**config.mk**
```make
export PLATFORM = sky130hd
export DESIGN_NAME = mmio_rd_scheduler_flat
export DESIGN_NICKNAME = d
export VERILOG_FILES = /design/src/rtl/mmio_rd_scheduler_if.sv /design/src/rtl/mmio_rd_scheduler.sv /design/src/flat_wrapper.sv
export SDC_FILE = /design/constraint.sdc
export NUM_CORES = 1
export LEC_CHECK = 0
export ABC_AREA = 0
export CORE_MARGIN = 2
export CORE_UTILIZATION = 35
export DETAILED_ROUTE_END_ITERATION = 6
export PLACE_DENSITY = 0.78
export SETUP_SLACK_MARGIN = 0.3
export SYNTH_ARGS = -nofsm -noshare
export SYNTH_HDL_FRONTEND = slang
export SYNTH_SLANG_ARGS = --single-unit
export TNS_END_PERCENT = 100
```
**constraint.sdc**
```tcl
create_clock -name clk -period 2.4 [get_ports clk]
set_input_delay 0.24 -clock clk [delete_from_list [all_inputs] [get_ports clk]]
set_output_delay 0.24 -clock clk [all_outputs]
set_load 0.05 [all_outputs]
```
**src/rtl/mmio_rd_scheduler_if.sv**
```systemverilog
// Request, AVMM master and tag-tracker sideband bundle for mmio_rd_scheduler.
interface mmio_rd_scheduler_if #(
    parameter int unsigned AVMM_ADDR_WIDTH = 20,
    parameter int unsigned AVMM_DATA_WIDTH = 64
);
    localparam int unsigned BE = AVMM_DATA_WIDTH / 8;

    // Host request from the Rx side
    logic                       req_valid;
    logic                       req_ready;
    logic                       req_is_wr;
    logic [AVMM_ADDR_WIDTH-1:0] req_addr;
    logic [9:0]                 req_tag;
    logic [13:0]                req_length;
    logic [15:0]                req_req_id;
    logic [AVMM_DATA_WIDTH-1:0] req_wdata;
    logic [BE-1:0]              req_byteen;

    // AVMM master
    logic [AVMM_ADDR_WIDTH-1:0] avmm_m2s_address;
    logic                       avmm_m2s_read;
    logic                       avmm_m2s_write;
    logic [AVMM_DATA_WIDTH-1:0] avmm_m2s_writedata;
    logic [BE-1:0]              avmm_m2s_byteenable;
    logic                       avmm_s2m_waitrequest;
    logic                       avmm_s2m_readdatavalid;

    // Tx completion bridge
    logic                       cpl_sent;
    logic                       tlp_rd_strb;
    logic [9:0]                 tlp_rd_tag;
    logic [13:0]                tlp_rd_length;
    logic [15:0]                tlp_rd_req_id;
    logic [23:0]                tlp_rd_low_addr;

    // Scheduler view
    modport slave (
        input  req_valid, req_is_wr, req_addr, req_tag, req_length, req_req_id,
               req_wdata, req_byteen,
        output req_ready,
        output avmm_m2s_address, avmm_m2s_read, avmm_m2s_write,
               avmm_m2s_writedata, avmm_m2s_byteenable,
        input  avmm_s2m_waitrequest, avmm_s2m_readdatavalid,
        input  cpl_sent,
        output tlp_rd_strb, tlp_rd_tag, tlp_rd_length, tlp_rd_req_id, tlp_rd_low_addr
    );

    // Environment view (request source, AVMM slave, Tx bridge)
    modport master (
        output req_valid, req_is_wr, req_addr, req_tag, req_length, req_req_id,
               req_wdata, req_byteen,
        input  req_ready,
        input  avmm_m2s_address, avmm_m2s_read, avmm_m2s_write,
               avmm_m2s_writedata, avmm_m2s_byteenable,
        output avmm_s2m_waitrequest, avmm_s2m_readdatavalid,
        output cpl_sent,
        input  tlp_rd_strb, tlp_rd_tag, tlp_rd_length, tlp_rd_req_id, tlp_rd_low_addr
    );
endinterface

```
**src/rtl/mmio_rd_scheduler.sv**
```systemverilog
// MMIO request sequencer: one AVMM command at a time, completion-credit
// limiting for reads, tag-tracker sideband strobe and read-response watchdog.
module mmio_rd_scheduler #(
    parameter int unsigned AVMM_ADDR_WIDTH = 20,
    parameter int unsigned AVMM_DATA_WIDTH = 64,
    parameter int unsigned MAX_INFLIGHT    = 16,
    parameter int unsigned TIMEOUT_CYCLES  = 4096
) (
    input  logic                 clk,
    input  logic                 rst,
    mmio_rd_scheduler_if.slave   bus,
    output logic [7:0]           inflight_cnt,
    output logic                 err_unsupported,
    output logic                 err_underflow,
    output logic                 err_rd_timeout
);
    localparam int unsigned BE   = AVMM_DATA_WIDTH / 8;
    localparam int unsigned WD_W = (TIMEOUT_CYCLES > 2) ? $clog2(TIMEOUT_CYCLES) : 1;
    localparam logic [WD_W-1:0]            WD_MAX    = WD_W'(TIMEOUT_CYCLES - 1);
    localparam logic [7:0]                 CNT_MAX   = 8'(MAX_INFLIGHT);
    localparam logic [13:0]                LEN_MAX   = 14'(BE);
    localparam logic [AVMM_ADDR_WIDTH-1:0] ADDR_MASK = ~AVMM_ADDR_WIDTH'(7);

    typedef enum logic [1:0] {
        IDLE     = 2'd0,
        RD_ISSUE = 2'd1,
        WR_ISSUE = 2'd2
    } state_e;

    state_e                     state_q, state_d;
    logic [AVMM_ADDR_WIDTH-1:0] addr_q, addr_d;
    logic [23:0]                low_addr_q, low_addr_d;
    logic [9:0]                 tag_q, tag_d;
    logic [13:0]                len_q, len_d;
    logic [15:0]                req_id_q, req_id_d;
    logic [AVMM_DATA_WIDTH-1:0] wdata_q, wdata_d;
    logic [BE-1:0]              be_q, be_d;
    logic                       read_q, read_d;
    logic                       write_q, write_d;
    logic [7:0]                 inflight_q, inflight_d;
    logic [7:0]                 outstanding_q, outstanding_d;
    logic [WD_W-1:0]            wd_q, wd_d;
    logic                       err_unsup_q, err_unsup_d;
    logic                       err_under_q, err_under_d;
    logic                       err_to_q, err_to_d;
    logic                       req_ready_c;
    logic                       rd_accept_c;

    // Next-state, request capture, counters and watchdog
    always_comb begin
        state_d       = state_q;
        addr_d        = addr_q;
        low_addr_d    = low_addr_q;
        tag_d         = tag_q;
        len_d         = len_q;
        req_id_d      = req_id_q;
        wdata_d       = wdata_q;
        be_d          = be_q;
        read_d        = read_q;
        write_d       = write_q;
        inflight_d    = inflight_q;
        outstanding_d = outstanding_q;
        wd_d          = wd_q;
        err_unsup_d   = err_unsup_q;
        err_under_d   = err_under_q;
        err_to_d      = err_to_q;
        req_ready_c   = 1'b0;
        rd_accept_c   = 1'b0;

        case (state_q)
            IDLE: begin
                // Writes are posted and never consume a completion credit
                req_ready_c = bus.req_is_wr ? 1'b1 : (inflight_q < CNT_MAX);
                if (bus.req_valid && req_ready_c) begin
                    addr_d     = bus.req_addr & ADDR_MASK;
                    low_addr_d = 24'(bus.req_addr);
                    tag_d      = bus.req_tag;
                    len_d      = bus.req_length;
                    req_id_d   = bus.req_req_id;
                    wdata_d    = bus.req_wdata;
                    if (bus.req_is_wr) begin
                        be_d    = bus.req_byteen;
                        write_d = 1'b1;
                        state_d = WR_ISSUE;
                    end else if (bus.req_length > LEN_MAX || bus.req_length == 14'd0) begin
                        be_d        = '1;
                        err_unsup_d = 1'b1;
                    end else begin
                        be_d    = '1;
                        read_d  = 1'b1;
                        state_d = RD_ISSUE;
                    end
                end
            end
            RD_ISSUE: begin
                if (!bus.avmm_s2m_waitrequest) begin
                    rd_accept_c = 1'b1;
                    read_d      = 1'b0;
                    state_d     = IDLE;
                end
            end
            WR_ISSUE: begin
                if (!bus.avmm_s2m_waitrequest) begin
                    write_d = 1'b0;
                    state_d = IDLE;
                end
            end
            default: begin
                read_d  = 1'b0;
                write_d = 1'b0;
                state_d = IDLE;
            end
        endcase

        // Completion credits: issued-but-not-completed reads
        if (bus.cpl_sent && inflight_q == 8'd0) begin
            err_under_d = 1'b1;
        end
        if (rd_accept_c && !bus.cpl_sent) begin
            inflight_d = inflight_q + 8'd1;
        end else if (!rd_accept_c && bus.cpl_sent && inflight_q != 8'd0) begin
            inflight_d = inflight_q - 8'd1;
        end

        // Reads still waiting for readdatavalid
        if (rd_accept_c && !bus.avmm_s2m_readdatavalid) begin
            if (outstanding_q != 8'hFF) begin
                outstanding_d = outstanding_q + 8'd1;
            end
        end else if (!rd_accept_c && bus.avmm_s2m_readdatavalid) begin
            if (outstanding_q != 8'd0) begin
                outstanding_d = outstanding_q - 8'd1;
            end
        end

        // Watchdog counts idle response cycles and parks at its limit
        if (outstanding_q == 8'd0 || bus.avmm_s2m_readdatavalid) begin
            wd_d = '0;
        end else if (wd_q != WD_MAX) begin
            wd_d = wd_q + WD_W'(1);
        end
        if (wd_d == WD_MAX) begin
            err_to_d = 1'b1;
        end
    end

    // State and datapath registers with synchronous reset
    always_ff @(posedge clk) begin
        if (rst) begin
            state_q       <= IDLE;
            addr_q        <= '0;
            low_addr_q    <= '0;
            tag_q         <= '0;
            len_q         <= '0;
            req_id_q      <= '0;
            wdata_q       <= '0;
            be_q          <= '1;
            read_q        <= 1'b0;
            write_q       <= 1'b0;
            inflight_q    <= '0;
            outstanding_q <= '0;
            wd_q          <= '0;
            err_unsup_q   <= 1'b0;
            err_under_q   <= 1'b0;
            err_to_q      <= 1'b0;
        end else begin
            state_q       <= state_d;
            addr_q        <= addr_d;
            low_addr_q    <= low_addr_d;
            tag_q         <= tag_d;
            len_q         <= len_d;
            req_id_q      <= req_id_d;
            wdata_q       <= wdata_d;
            be_q          <= be_d;
            read_q        <= read_d;
            write_q       <= write_d;
            inflight_q    <= inflight_d;
            outstanding_q <= outstanding_d;
            wd_q          <= wd_d;
            err_unsup_q   <= err_unsup_d;
            err_under_q   <= err_under_d;
            err_to_q      <= err_to_d;
        end
    end

    // Strobe coincides with the AVMM read accept so the tag tracker sees it first
    assign bus.req_ready           = req_ready_c;
    assign bus.tlp_rd_strb         = rd_accept_c;
    assign bus.avmm_m2s_address    = addr_q;
    assign bus.avmm_m2s_read       = read_q;
    assign bus.avmm_m2s_write      = write_q;
    assign bus.avmm_m2s_writedata  = wdata_q;
    assign bus.avmm_m2s_byteenable = be_q;
    assign bus.tlp_rd_tag          = tag_q;
    assign bus.tlp_rd_length       = len_q;
    assign bus.tlp_rd_req_id       = req_id_q;
    assign bus.tlp_rd_low_addr     = low_addr_q;
    assign inflight_cnt            = inflight_q;
    assign err_unsupported         = err_unsup_q;
    assign err_underflow           = err_under_q;
    assign err_rd_timeout          = err_to_q;
endmodule
```
**src/flat_wrapper.sv**
```systemverilog
// flat-port wrapper written by rule: the top's interface ports become plain ports
module mmio_rd_scheduler_flat 
#(
    parameter int unsigned AVMM_ADDR_WIDTH = 20,
    parameter int unsigned AVMM_DATA_WIDTH = 64,
    parameter int unsigned MAX_INFLIGHT    = 16,
    parameter int unsigned TIMEOUT_CYCLES  = 4096
)
  (clk, rst, inflight_cnt, err_unsupported, err_underflow, err_rd_timeout, bus_req_valid, bus_req_is_wr, bus_req_addr, bus_req_tag, bus_req_length, bus_req_req_id, bus_req_wdata, bus_req_byteen, bus_req_ready, bus_avmm_m2s_address, bus_avmm_m2s_read, bus_avmm_m2s_write, bus_avmm_m2s_writedata, bus_avmm_m2s_byteenable, bus_avmm_s2m_waitrequest, bus_avmm_s2m_readdatavalid, bus_cpl_sent, bus_tlp_rd_strb, bus_tlp_rd_tag, bus_tlp_rd_length, bus_tlp_rd_req_id, bus_tlp_rd_low_addr);
  mmio_rd_scheduler_if #(.AVMM_ADDR_WIDTH(AVMM_ADDR_WIDTH), .AVMM_DATA_WIDTH(AVMM_DATA_WIDTH)) bus_i ();
  input  logic clk;
  input  logic rst;
  output logic [7:0] inflight_cnt;
  output logic err_unsupported;
  output logic err_underflow;
  output logic err_rd_timeout;
  input wire logic [$bits(bus_i.req_valid)-1:0] bus_req_valid;
  input wire logic [$bits(bus_i.req_is_wr)-1:0] bus_req_is_wr;
  input wire logic [$bits(bus_i.req_addr)-1:0] bus_req_addr;
  input wire logic [$bits(bus_i.req_tag)-1:0] bus_req_tag;
  input wire logic [$bits(bus_i.req_length)-1:0] bus_req_length;
  input wire logic [$bits(bus_i.req_req_id)-1:0] bus_req_req_id;
  input wire logic [$bits(bus_i.req_wdata)-1:0] bus_req_wdata;
  input wire logic [$bits(bus_i.req_byteen)-1:0] bus_req_byteen;
  output wire logic [$bits(bus_i.req_ready)-1:0] bus_req_ready;
  output wire logic [$bits(bus_i.avmm_m2s_address)-1:0] bus_avmm_m2s_address;
  output wire logic [$bits(bus_i.avmm_m2s_read)-1:0] bus_avmm_m2s_read;
  output wire logic [$bits(bus_i.avmm_m2s_write)-1:0] bus_avmm_m2s_write;
  output wire logic [$bits(bus_i.avmm_m2s_writedata)-1:0] bus_avmm_m2s_writedata;
  output wire logic [$bits(bus_i.avmm_m2s_byteenable)-1:0] bus_avmm_m2s_byteenable;
  input wire logic [$bits(bus_i.avmm_s2m_waitrequest)-1:0] bus_avmm_s2m_waitrequest;
  input wire logic [$bits(bus_i.avmm_s2m_readdatavalid)-1:0] bus_avmm_s2m_readdatavalid;
  input wire logic [$bits(bus_i.cpl_sent)-1:0] bus_cpl_sent;
  output wire logic [$bits(bus_i.tlp_rd_strb)-1:0] bus_tlp_rd_strb;
  output wire logic [$bits(bus_i.tlp_rd_tag)-1:0] bus_tlp_rd_tag;
  output wire logic [$bits(bus_i.tlp_rd_length)-1:0] bus_tlp_rd_length;
  output wire logic [$bits(bus_i.tlp_rd_req_id)-1:0] bus_tlp_rd_req_id;
  output wire logic [$bits(bus_i.tlp_rd_low_addr)-1:0] bus_tlp_rd_low_addr;
  assign bus_i.req_valid = bus_req_valid;
  assign bus_i.req_is_wr = bus_req_is_wr;
  assign bus_i.req_addr = bus_req_addr;
  assign bus_i.req_tag = bus_req_tag;
  assign bus_i.req_length = bus_req_length;
  assign bus_i.req_req_id = bus_req_req_id;
  assign bus_i.req_wdata = bus_req_wdata;
  assign bus_i.req_byteen = bus_req_byteen;
  assign bus_req_ready = bus_i.req_ready;
  assign bus_avmm_m2s_address = bus_i.avmm_m2s_address;
  assign bus_avmm_m2s_read = bus_i.avmm_m2s_read;
  assign bus_avmm_m2s_write = bus_i.avmm_m2s_write;
  assign bus_avmm_m2s_writedata = bus_i.avmm_m2s_writedata;
  assign bus_avmm_m2s_byteenable = bus_i.avmm_m2s_byteenable;
  assign bus_i.avmm_s2m_waitrequest = bus_avmm_s2m_waitrequest;
  assign bus_i.avmm_s2m_readdatavalid = bus_avmm_s2m_readdatavalid;
  assign bus_i.cpl_sent = bus_cpl_sent;
  assign bus_tlp_rd_strb = bus_i.tlp_rd_strb;
  assign bus_tlp_rd_tag = bus_i.tlp_rd_tag;
  assign bus_tlp_rd_length = bus_i.tlp_rd_length;
  assign bus_tlp_rd_req_id = bus_i.tlp_rd_req_id;
  assign bus_tlp_rd_low_addr = bus_i.tlp_rd_low_addr;
  mmio_rd_scheduler #(.AVMM_ADDR_WIDTH(AVMM_ADDR_WIDTH), .AVMM_DATA_WIDTH(AVMM_DATA_WIDTH), .MAX_INFLIGHT(MAX_INFLIGHT), .TIMEOUT_CYCLES(TIMEOUT_CYCLES)) u_core (.clk(clk), .rst(rst), .bus(bus_i), .inflight_cnt(inflight_cnt), .err_unsupported(err_unsupported), .err_underflow(err_underflow), .err_rd_timeout(err_rd_timeout));
endmodule
```
==> reports/results.ini <==
[cells_and_area]
syn2layout_area_growth_pct=61.40
regArea_um2=3347
fill_cells=1740
nNetsFinal=1333
antennaDiodeCount=0
layout_commonest_cell=clkdlybuf4s50_1
design_area_um2=11320
multiInputGateArea_um2=3488
drive_gt1_share_pct=11.53
layout_common_cells=clkdlybuf4s50_1 (299), nand2_1 (270), dfxtp_1 (164), a21oi_1 (133), buf_4 (48)
fin_cells=1453

[place]
portBuffers=302
hpwl_um=15520
placed_cell_area_um2=10420
gp_congestion=0.7841
dp.cells=1404

[route]
wl_met1_um=8956
highest_layer=met4
vias=6998
dr_wl_met2_um=11060
drtIter0Drc=375
met3_length_um=1664
drc=0
vias_per_cell=4.816
ant_nets=0
dr.pass1.iters=5
post_drt_wl_per_cell_um=15.27
wl_um=22190

[setup_path]
critPathTopFamily=compound AO/OA/AOI/OAI gates
crit_fanout=6
crit_type=register to register
crit_path_start_kind=register
cp_data_required_time_ps=2690
cp_slowest_cell=o41ai_2
slowest_delay_ps=350
path_buf_inv=1
path_cells=inv_2 -> ha_4 -> nand2b_4 -> or2_4 -> ha_4 -> a21oi_4 -> o211ai_1 -> o41ai_2 -> mux2i_1 -> xor2_1 -> nor2_1
crit_top_cell=ha_4
worstPathArrival_ps=2650
cp-end-kind=register

[power_and_ir_drop]
power_switching_mw=5.317
intPower_mw=7.305
p_clk_share_pct=22.1
p_total_mw=12.62
seq_power_share_pct=29.1
ir_drop_v=0.0006408
p_sw_share_pct=42.13
powerDensity_nw_per_um2=1115
p_leak_nw=4.214
combPwrFrac_pct=48.8

[die]
die_w_um=145.5
rows=51
ios=310
die_area_um2=21180
die_y_um=145.5
core_um2=19590
start_util_pct=35.79

[yosys]
synth-main-ff-cell=dfxtp_1
ys_types=60
synthArstFlopShare_pct=0
syn-cell-area_um2=7012
syn_area_per_cell_um2=8.069
ys_seq_elements=167
synth_edf_count=0
ys.warnings.count=0
syn-instance-count=869
ys_seq_area_share_pct=47.68

[clocking]
cts_tree=built
clk-insertion-delay-late_ps=430
path_clk_slew_ps=70
htree_levels=4
cts.hold.buffers_added=0
clockRootBuffer=clkbuf_16
clockBufferDepth=2
clock_sinks=167
cts_buffers=17

[global_routing]
grt_remaining_overflow=0
grt_pass1_wl_um=34830
grt_pass1_vias=6708
grt_max_degree=101
grt_antenna_before_repair=0
track_usage_pct=20.25

[sta]
rsz0062_at_grt=true
tightest_slew_ps=841.1
setup_viol=0
drv_slew=0
maxSlewHeadroom_pct=43.92
hold_slack_ps=81.06
hold_viol=0
clock_skew_ps=12.54
clock.fmax_mhz=423.2
finalCritPeriodShare_pct=98.46
period_minus_slack_ps=2363

[outcome]
outcome=finished clean

[worst_hold_path]
hold_path.class=input pin to register

[job]
maxCapViolations=0

-- through the flow --
stage	setup WS, ps	TNS (ps)	util [%]
global route	-68.16	-75.15	57.77
global placement	-229.5	-448.2	53.20
finish	36.99	0	57.77
detailed placement	-326.8	-884.7	53.20
floorplan	165.6	0	-
CTS	-23.91	-23.91	56.88
-- path summary, 6_finish.rpt --
kind	from	slack (ps)	to	depth (start not counted)
setup / recovery	u_core.state_q[1]	40	u_core.outstanding_q[7]	11
hold / removal	rst	80	u_core.inflight_cnt[0]	2
setup reg to reg	u_core.state_q[1]	40	u_core.outstanding_q[7]	11
hold reg to reg	u_core.bus.avmm_m2s_writedata[45]	450	u_core.bus.avmm_m2s_writedata[45]	2
-- registers in the layout, indices dropped and copies added (netlist names), 8 cells and up --
register                        flops
u_core.bus.avmm_m2s_byteenable      8
u_core.bus.avmm_m2s_address        17
u_core.outstanding_q                8
u_core.bus.tlp_rd_length           14
u_core.inflight_cnt                 8
u_core.wd_q                        12
u_core.bus.tlp_rd_tag              10
u_core.bus.avmm_m2s_writedata      64
u_core.bus.tlp_rd_req_id           16
-- layout make-up --
cell class / instances / area share (%)
clock buffers: 17 / 3.759
clock inverters: 14 / 1.437
inverters: 12 / 0.4533
multi-input cells: 622 / 30.82
flip-flops and latches: 167 / 29.57
well taps: 265 / 2.930
repair buffers: 356 / 31.02
-- cells in the mapped netlist, types with 2 or more instances --
library cell  count  area share [%]
o21ai_0          14             1.0
nand3_1          10            0.71
a21oi_1         139             9.9
or3_1             3            0.27
nor2b_1           2            0.18
o41ai_1           2            0.25
fa_1              2            0.57
clkbuf_1         35             1.9
nor3b_1           2            0.21
o21bai_1          2            0.21
dfxtp_1         167              48
a21boi_0          2            0.21
nor2_1           40             2.1
a311oi_1          2            0.25
buf_2            12            0.86
mux2i_1          11             1.6
or4_1            10             1.1
nor3_1            7            0.50
xor2_1            5            0.62
nor4_1            3            0.27
o21a_1            2            0.21
a31oi_1           3            0.27
buf_4            25             2.7
a21o_1            5            0.54
ha_1             16             2.9
xnor2_1          11             1.4
o211ai_1          2            0.21
a41oi_1           3            0.37
and4_1            2            0.25
or2_2             2            0.18
a211oi_1          8            0.86
nand4_1           7            0.62
nand2_1         271              15
and2_1            4            0.36
inv_1            12            0.64
o2111ai_1         2            0.25
-- power groups by stage --
stage,registers [mW],logic (mW),clock network (mW)
detailed placement,3.72,5.74,0
floorplan,5.24,2.28,0
global route,3.75,6.56,2.97
global placement,3.69,5.68,0
finish,3.68,6.16,2.79
CTS,3.67,5.92,2.85
-- worst reg2reg max path: stages (launching register included) --
cell      delay [ps]
dfxtp_2          320
inv_2             70
ha_4             140
nand2b_4          70
or2_4            310
ha_4             240
a21oi_4          120
o211ai_1         140
o41ai_2          350
mux2i_1          250
xor2_1           160
nor2_1            50
-- per-layer routing --
layer / GRT usage, % / vias up
li1: - / 3510
met1: 23.58 / 3193
met2: 34.67 / 262
met3: 6.803 / 33
met4: 7.500 / 0
met5: 0 / -
-- timing repair --
action | 4_1_cts | 5_1_grt
buffers inserted | 10 | 7
pin swaps | 18 | 16
cloned | 0 | 1
resized for setup | 12 | 18
endpoints found under the setup margin | 7 | 125
-- logic make-up after synthesis --
kind of cell | share of synthesized area (%)
and+or+nand+nor | 23.13
other | 0.05348
DFF | 47.68
AOI/OAI and AO/OA | 15.81
buffers and inverters | 6.335
xor gates and xnor gates | 1.999
muxes | 1.570
adders and majority gates | 3.426
No activity file was read; power rests on OpenSTA's default activity.
==> patch 1: new RTL, config.mk and constraints unchanged <==
`AVMM_ADDR_WIDTH` is set to 20 in 3 places; all go to 40.
--- a/src/rtl/mmio_rd_scheduler_if.sv
+++ b/src/rtl/mmio_rd_scheduler_if.sv
@@ -2,3 +2,3 @@
 interface mmio_rd_scheduler_if #(
-    parameter int unsigned AVMM_ADDR_WIDTH = 20,
+    parameter int unsigned AVMM_ADDR_WIDTH = 40,
     parameter int unsigned AVMM_DATA_WIDTH = 64
--- a/src/rtl/mmio_rd_scheduler.sv
+++ b/src/rtl/mmio_rd_scheduler.sv
@@ -3,3 +3,3 @@
 module mmio_rd_scheduler #(
-    parameter int unsigned AVMM_ADDR_WIDTH = 20,
+    parameter int unsigned AVMM_ADDR_WIDTH = 40,
     parameter int unsigned AVMM_DATA_WIDTH = 64,
--- a/src/flat_wrapper.sv
+++ b/src/flat_wrapper.sv
@@ -3,3 +3,3 @@
 #(
-    parameter int unsigned AVMM_ADDR_WIDTH = 20,
+    parameter int unsigned AVMM_ADDR_WIDTH = 40,
     parameter int unsigned AVMM_DATA_WIDTH = 64,
Interface: changed (resized bus_avmm_m2s_address and bus_req_addr); port bits go from 310 to 350. No check against the original RTL was run, so the function may have changed too.
==> patch 1 against the unedited design <==
- sequential cell count increased by 20
- power decreased by 1.8%
- synthesized cell count increased by 10%
- routed wire length increased by 9.1%
- synthesized area increased by 8.7%
- cell area increased by 7.5%
- count of clock-buffer cells in the layout increased by 1
- setup slack got worse by 0.0075 ns
- sequential power increased by 7.3%
- highest routed layer unchanged
==> patch 1: results (changes against the unedited design) <==
[worst_setup_path]
path_max_fanout=5  ; -1
worstPathArrival_ns=2.72  ; +0.07 ns
reg2reg_from=u_core.state_q[1]
rr_worst_depth=12  ; +1
critPathTopFamily=compound AO/OA/AOI/OAI gates
max_stage_delay_ns=0.40  ; +0.05 ns
crit_slowest_cell=or4_1
r2r-end=u_core.inflight_cnt[7]
crit_start=u_core.state_q[1]

[clocking]
path_clk_slew_ns=0.07  ; about the same
cts_max_path_buffers=2  ; unchanged
htreeDepth=4  ; unchanged
clkLatencyLatePin_ns=0.43  ; about the same
cts_made_buffers=17  ; unchanged
cts_root_buffer=clkbuf_16

[placed_design]
io_buffers=346  ; +15%
dpl_cell_area_mm2=0.01136  ; +9.0%
dp_hpwl_mm=17.63  ; +14%
gp_congestion=0.8494  ; +8.3%
post-place-ws_ns=-0.2090  ; +0.1178 ns

[synthesis]
synth_commonest_cells=nand2_1, dfxtp_1, a21oi_1, nor2_1, clkbuf_1
synthDistinctLibCells=50  ; -17%
synth-seq-area-share=0.4914  ; +0.01458
syn_area_per_cell_um2=7.969  ; -1.2%
ys.flop_type=dfxtp_1
synth_area_leaders=dfxtp_1, nand2_1, a21oi_1
synth_async_sr_flop_share=0  ; unchanged

[pwr]
p_seq_w=0.00395  ; +7.3%
power_frac_comb=0.455  ; -0.033
p_leak_nw=4.485  ; +6.4%
p_total_w=0.01240  ; -1.8%
p_switching_w=0.005097  ; -4.1%
max-vdd-ir-drop_v=0.0005029  ; -22%

[run_status]
status=finished clean

[timing]
clock_skew_ns=0.01264  ; +0.00009680 ns
final.setup.worst_slack_ns=0.02950  ; -0.007488 ns
fin_hold_ws_ns=0.1731  ; +0.09200 ns
tightest_slew_ns=0.7038  ; -0.1373 ns

[drt]
drtIter0Drc=356  ; -5.1%
firstDrtPassIters=4  ; -1
num_vias=7582  ; +8.3%
routedWlPerCell_um=15.48  ; +1.3%

[grt]
grt_pass1_vias=7041  ; +5.0%
grt_pass1_wl_mm=35.65  ; +2.3%
grt_max_degree=65  ; -36%
grt.total_usage=0.1976  ; -0.004977

[finish]
fin_nets=1454  ; +9.1%
drive_above_1_share=0.09154  ; -0.02378
num_antenna_cells=0  ; unchanged
layout.cells.non_filler=1564  ; +7.6%
largest_reg_flops=64  ; unchanged

[min_path]
hold_path.class=in -> reg
min_path_cells=3  ; +1
holdPathEnd=u_core.inflight_cnt[7]
holdCritStartpoint=rst

## patch 1: cell types whose count changed after synthesis, moves of 7 or more
cell	unedited run	this run
buf_4	25	32
nor2_1	40	47
dfxtp_1	167	187
nand2_1	271	302
nor3_1	7	15
a21oi_1	139	165
## patch 1: cell type report
class / instances / area (um^2)
clock buffer: 18 / 429.2
clock inverter: 13 / 155.1
fill: 1840 / 9055
inverter: 14 / 57.56
multi-input combinational: 672 / 3631
sequential: 187 / 3749
tap: 275 / 344.1
timing repair buffer: 385 / 3800
## patch 1: cells by family after synthesis
| family | after synthesis | synth area share |
|---|---|---|
| fa+ha+maj | 19 | 0.03285 |
| mux | 10 | 0.01314 |
| simple gates | 411 | 0.2245 |
| other cells | 1 | 0.0004922 |
| compound gates | 211 | 0.1503 |
| flops | 187 | 0.4914 |
| buf+inv | 99 | 0.06668 |
| xor+xnor | 18 | 0.02069 |
## patch 1: worst max-delay path by stage
| stage | to | cells past startpoint |
|---|---|---|
| after global placement | u_core.inflight_cnt[7] | 11 |
| final | u_core.inflight_cnt[7] | 12 |
| after floorplan | u_core.inflight_cnt[7] | 12 |
| after detailed placement | u_core.inflight_cnt[7] | 11 |
| after global routing | u_core.inflight_cnt[7] | 12 |
| after CTS | u_core.inflight_cnt[7] | 11 |
## patch 1: routing by layer
layer,track usage,vias up,part of all wire
met2,0.3405,282,0.49
met3,0.06228,39,0.085
met5,0,-,0
met1,0.2272,3485,0.39
li1,-,3776,-
met4,0.08102,0,0.027
## patch 1: what timing repair did
action                     4_1_cts  5_1_grt
resized for setup                6       22
hold buffers                     0        0
cloned                           0        0
setup endpoints to repair        5      111
setup buffers                    3        5
pin swaps                        6        9
## patch 1: tightest hold or removal path, cell delays in order
cell and delay, ns:
buf_4 0.12, or4_1 0.11, o211ai_1 0.07
==> patch 2: new RTL, same settings <==
Made on the original files. The 3 states of `state_e` get a one-hot encoding in 3 bits.
--- a/src/rtl/mmio_rd_scheduler.sv
+++ b/src/rtl/mmio_rd_scheduler.sv
@@ -23,6 +23,6 @@
 
-    typedef enum logic [1:0] {
-        IDLE     = 2'd0,
-        RD_ISSUE = 2'd1,
-        WR_ISSUE = 2'd2
+    typedef enum logic [2:0] {
+        IDLE     = 3'b001,
+        RD_ISSUE = 3'b010,
+        WR_ISSUE = 3'b100
     } state_e;
Function: no difference found for any inputs over 4 cycles, from zero or initial values and one cycle with rst high; so few cycles prove little.
==> patch 2 against the unedited design <==
- synthesized area up 1.8%
- power grew 6.1%
- sequential cell count rose by 1
- sequential share of layout area decreased by 0.45 points
- routed wire length decreased by 1.5%
- setup slack got worse by 0.053 ns
- cell area up 2.1%
- the run now ends with negative setup slack left
- synthesized cell count up 2.4%
==> patch 2: results (changes against the unedited design) <==
[run_status]
status=finished, violations left
violations=negative setup slack

[worst_setup_path]
crit_start=u_core.state_q[2]
path_max_fanout=7  ; +1
critPathTopFamily=simple AND/OR/NAND/NOR gates
crit_slowest_cell=or4b_4

[timing]
tightest_slew_ns=0.6043  ; -0.2368 ns
final.setup.worst_slack_ns=-0.01602  ; -0.05301 ns
setup_viol=2  ; +2
fin_hold_ws_ns=0.2577  ; +0.1766 ns

[synthesis]
synth_area_leaders=dfxtp_1, nand2_1, a21oi_1
synth_fa_ha_area_frac=0.03016  ; -0.004102
synthMuxAreaShare=0.007189  ; -0.008514
syn_area_per_cell_um2=8.018  ; -0.63%
synth_compound_area_frac=0.1589  ; +0.0007624
synth_commonest_cells=nand2_1, dfxtp_1, a21oi_1, nor2_1, buf_4
synth_xor_area_frac=0.01841  ; -0.001574

[grt]
grt_pass1_wl_mm=34.87  ; +0.12%
grt_max_degree=60  ; -41%
grt_antenna_before_repair=1  ; +1
grt.total_usage=0.1993  ; -0.003246
grt_pass1_vias=6985  ; +4.1%

[pwr]
p_total_w=0.01340  ; +6.1%
p_leak_nw=4.255  ; +0.97%

[drt]
firstDrtPassIters=7  ; +2
num_vias=7183  ; +2.6%
drtIter0Drc=292  ; -22%

[placed_design]
dpl_cell_area_mm2=0.01063  ; +2.0%
gp_congestion=0.8453  ; +7.8%

[min_path]
holdPathEnd=u_core.outstanding_q[3]

[finish]
drive_above_1_share=0.1223  ; +0.006994

## patch 2: cell types whose count changed after synthesis, moves of 5 or more
cell | unedited run | this run
clkbuf_1 | 35 | 19
nand3_1 | 10 | 19
nor3_1 | 7 | 13
mux2i_1 | 11 | 4
a21oi_1 | 139 | 144
buf_1 | 0 | 5
buf_6 | 1 | 11
o21ai_1 | 1 | 8
or4_1 | 10 | 5
nor3b_1 | 2 | 7
## patch 2: layer usage
layer  track usage  part of all wire  vias up
li1              -                 -     3579
met1        0.2380              0.41     3322
met2        0.3364              0.49      250
met3       0.06646             0.075       32
met4       0.06893             0.021        0
met5             0                 0        -
## patch 2: timing repair
action,CTS,global route
hold buffers,0,0
resized for setup,25,26
setup buffers,3,2
setup endpoints to repair,94,133
pin swaps,21,18
## patch 2: power breakdown
group          internal (W)  leakage (nW)  switching [W]
Sequential          0.00330          1.38       0.000439
Clock               0.00156         0.281        0.00123
Combinational       0.00281          2.60        0.00406
## patch 2: area by class of cell
cell class,instances,area [um^2]
Fill cell,1732,8548
Multi-Input combinational cell,634,3631
Timing Repair Buffer,359,3556
Sequential cell,168,3366
Clock buffer,17,425.4
Tap cell,270,337.8
Clock inverter,14,162.7
Inverter,18,75.07
Antenna cell,1,2.502
## patch 2: kinds of logic after synthesis
| kind of cell | Yosys count |
|---|---|
| other | 1 |
| AOI/OAI and AO/OA | 202 |
| DFF | 168 |
| buffers and inverters | 94 |
| and+or+nand+nor | 389 |
| adders and majority gates | 16 |
| xor gates and xnor gates | 15 |
| muxes | 5 |
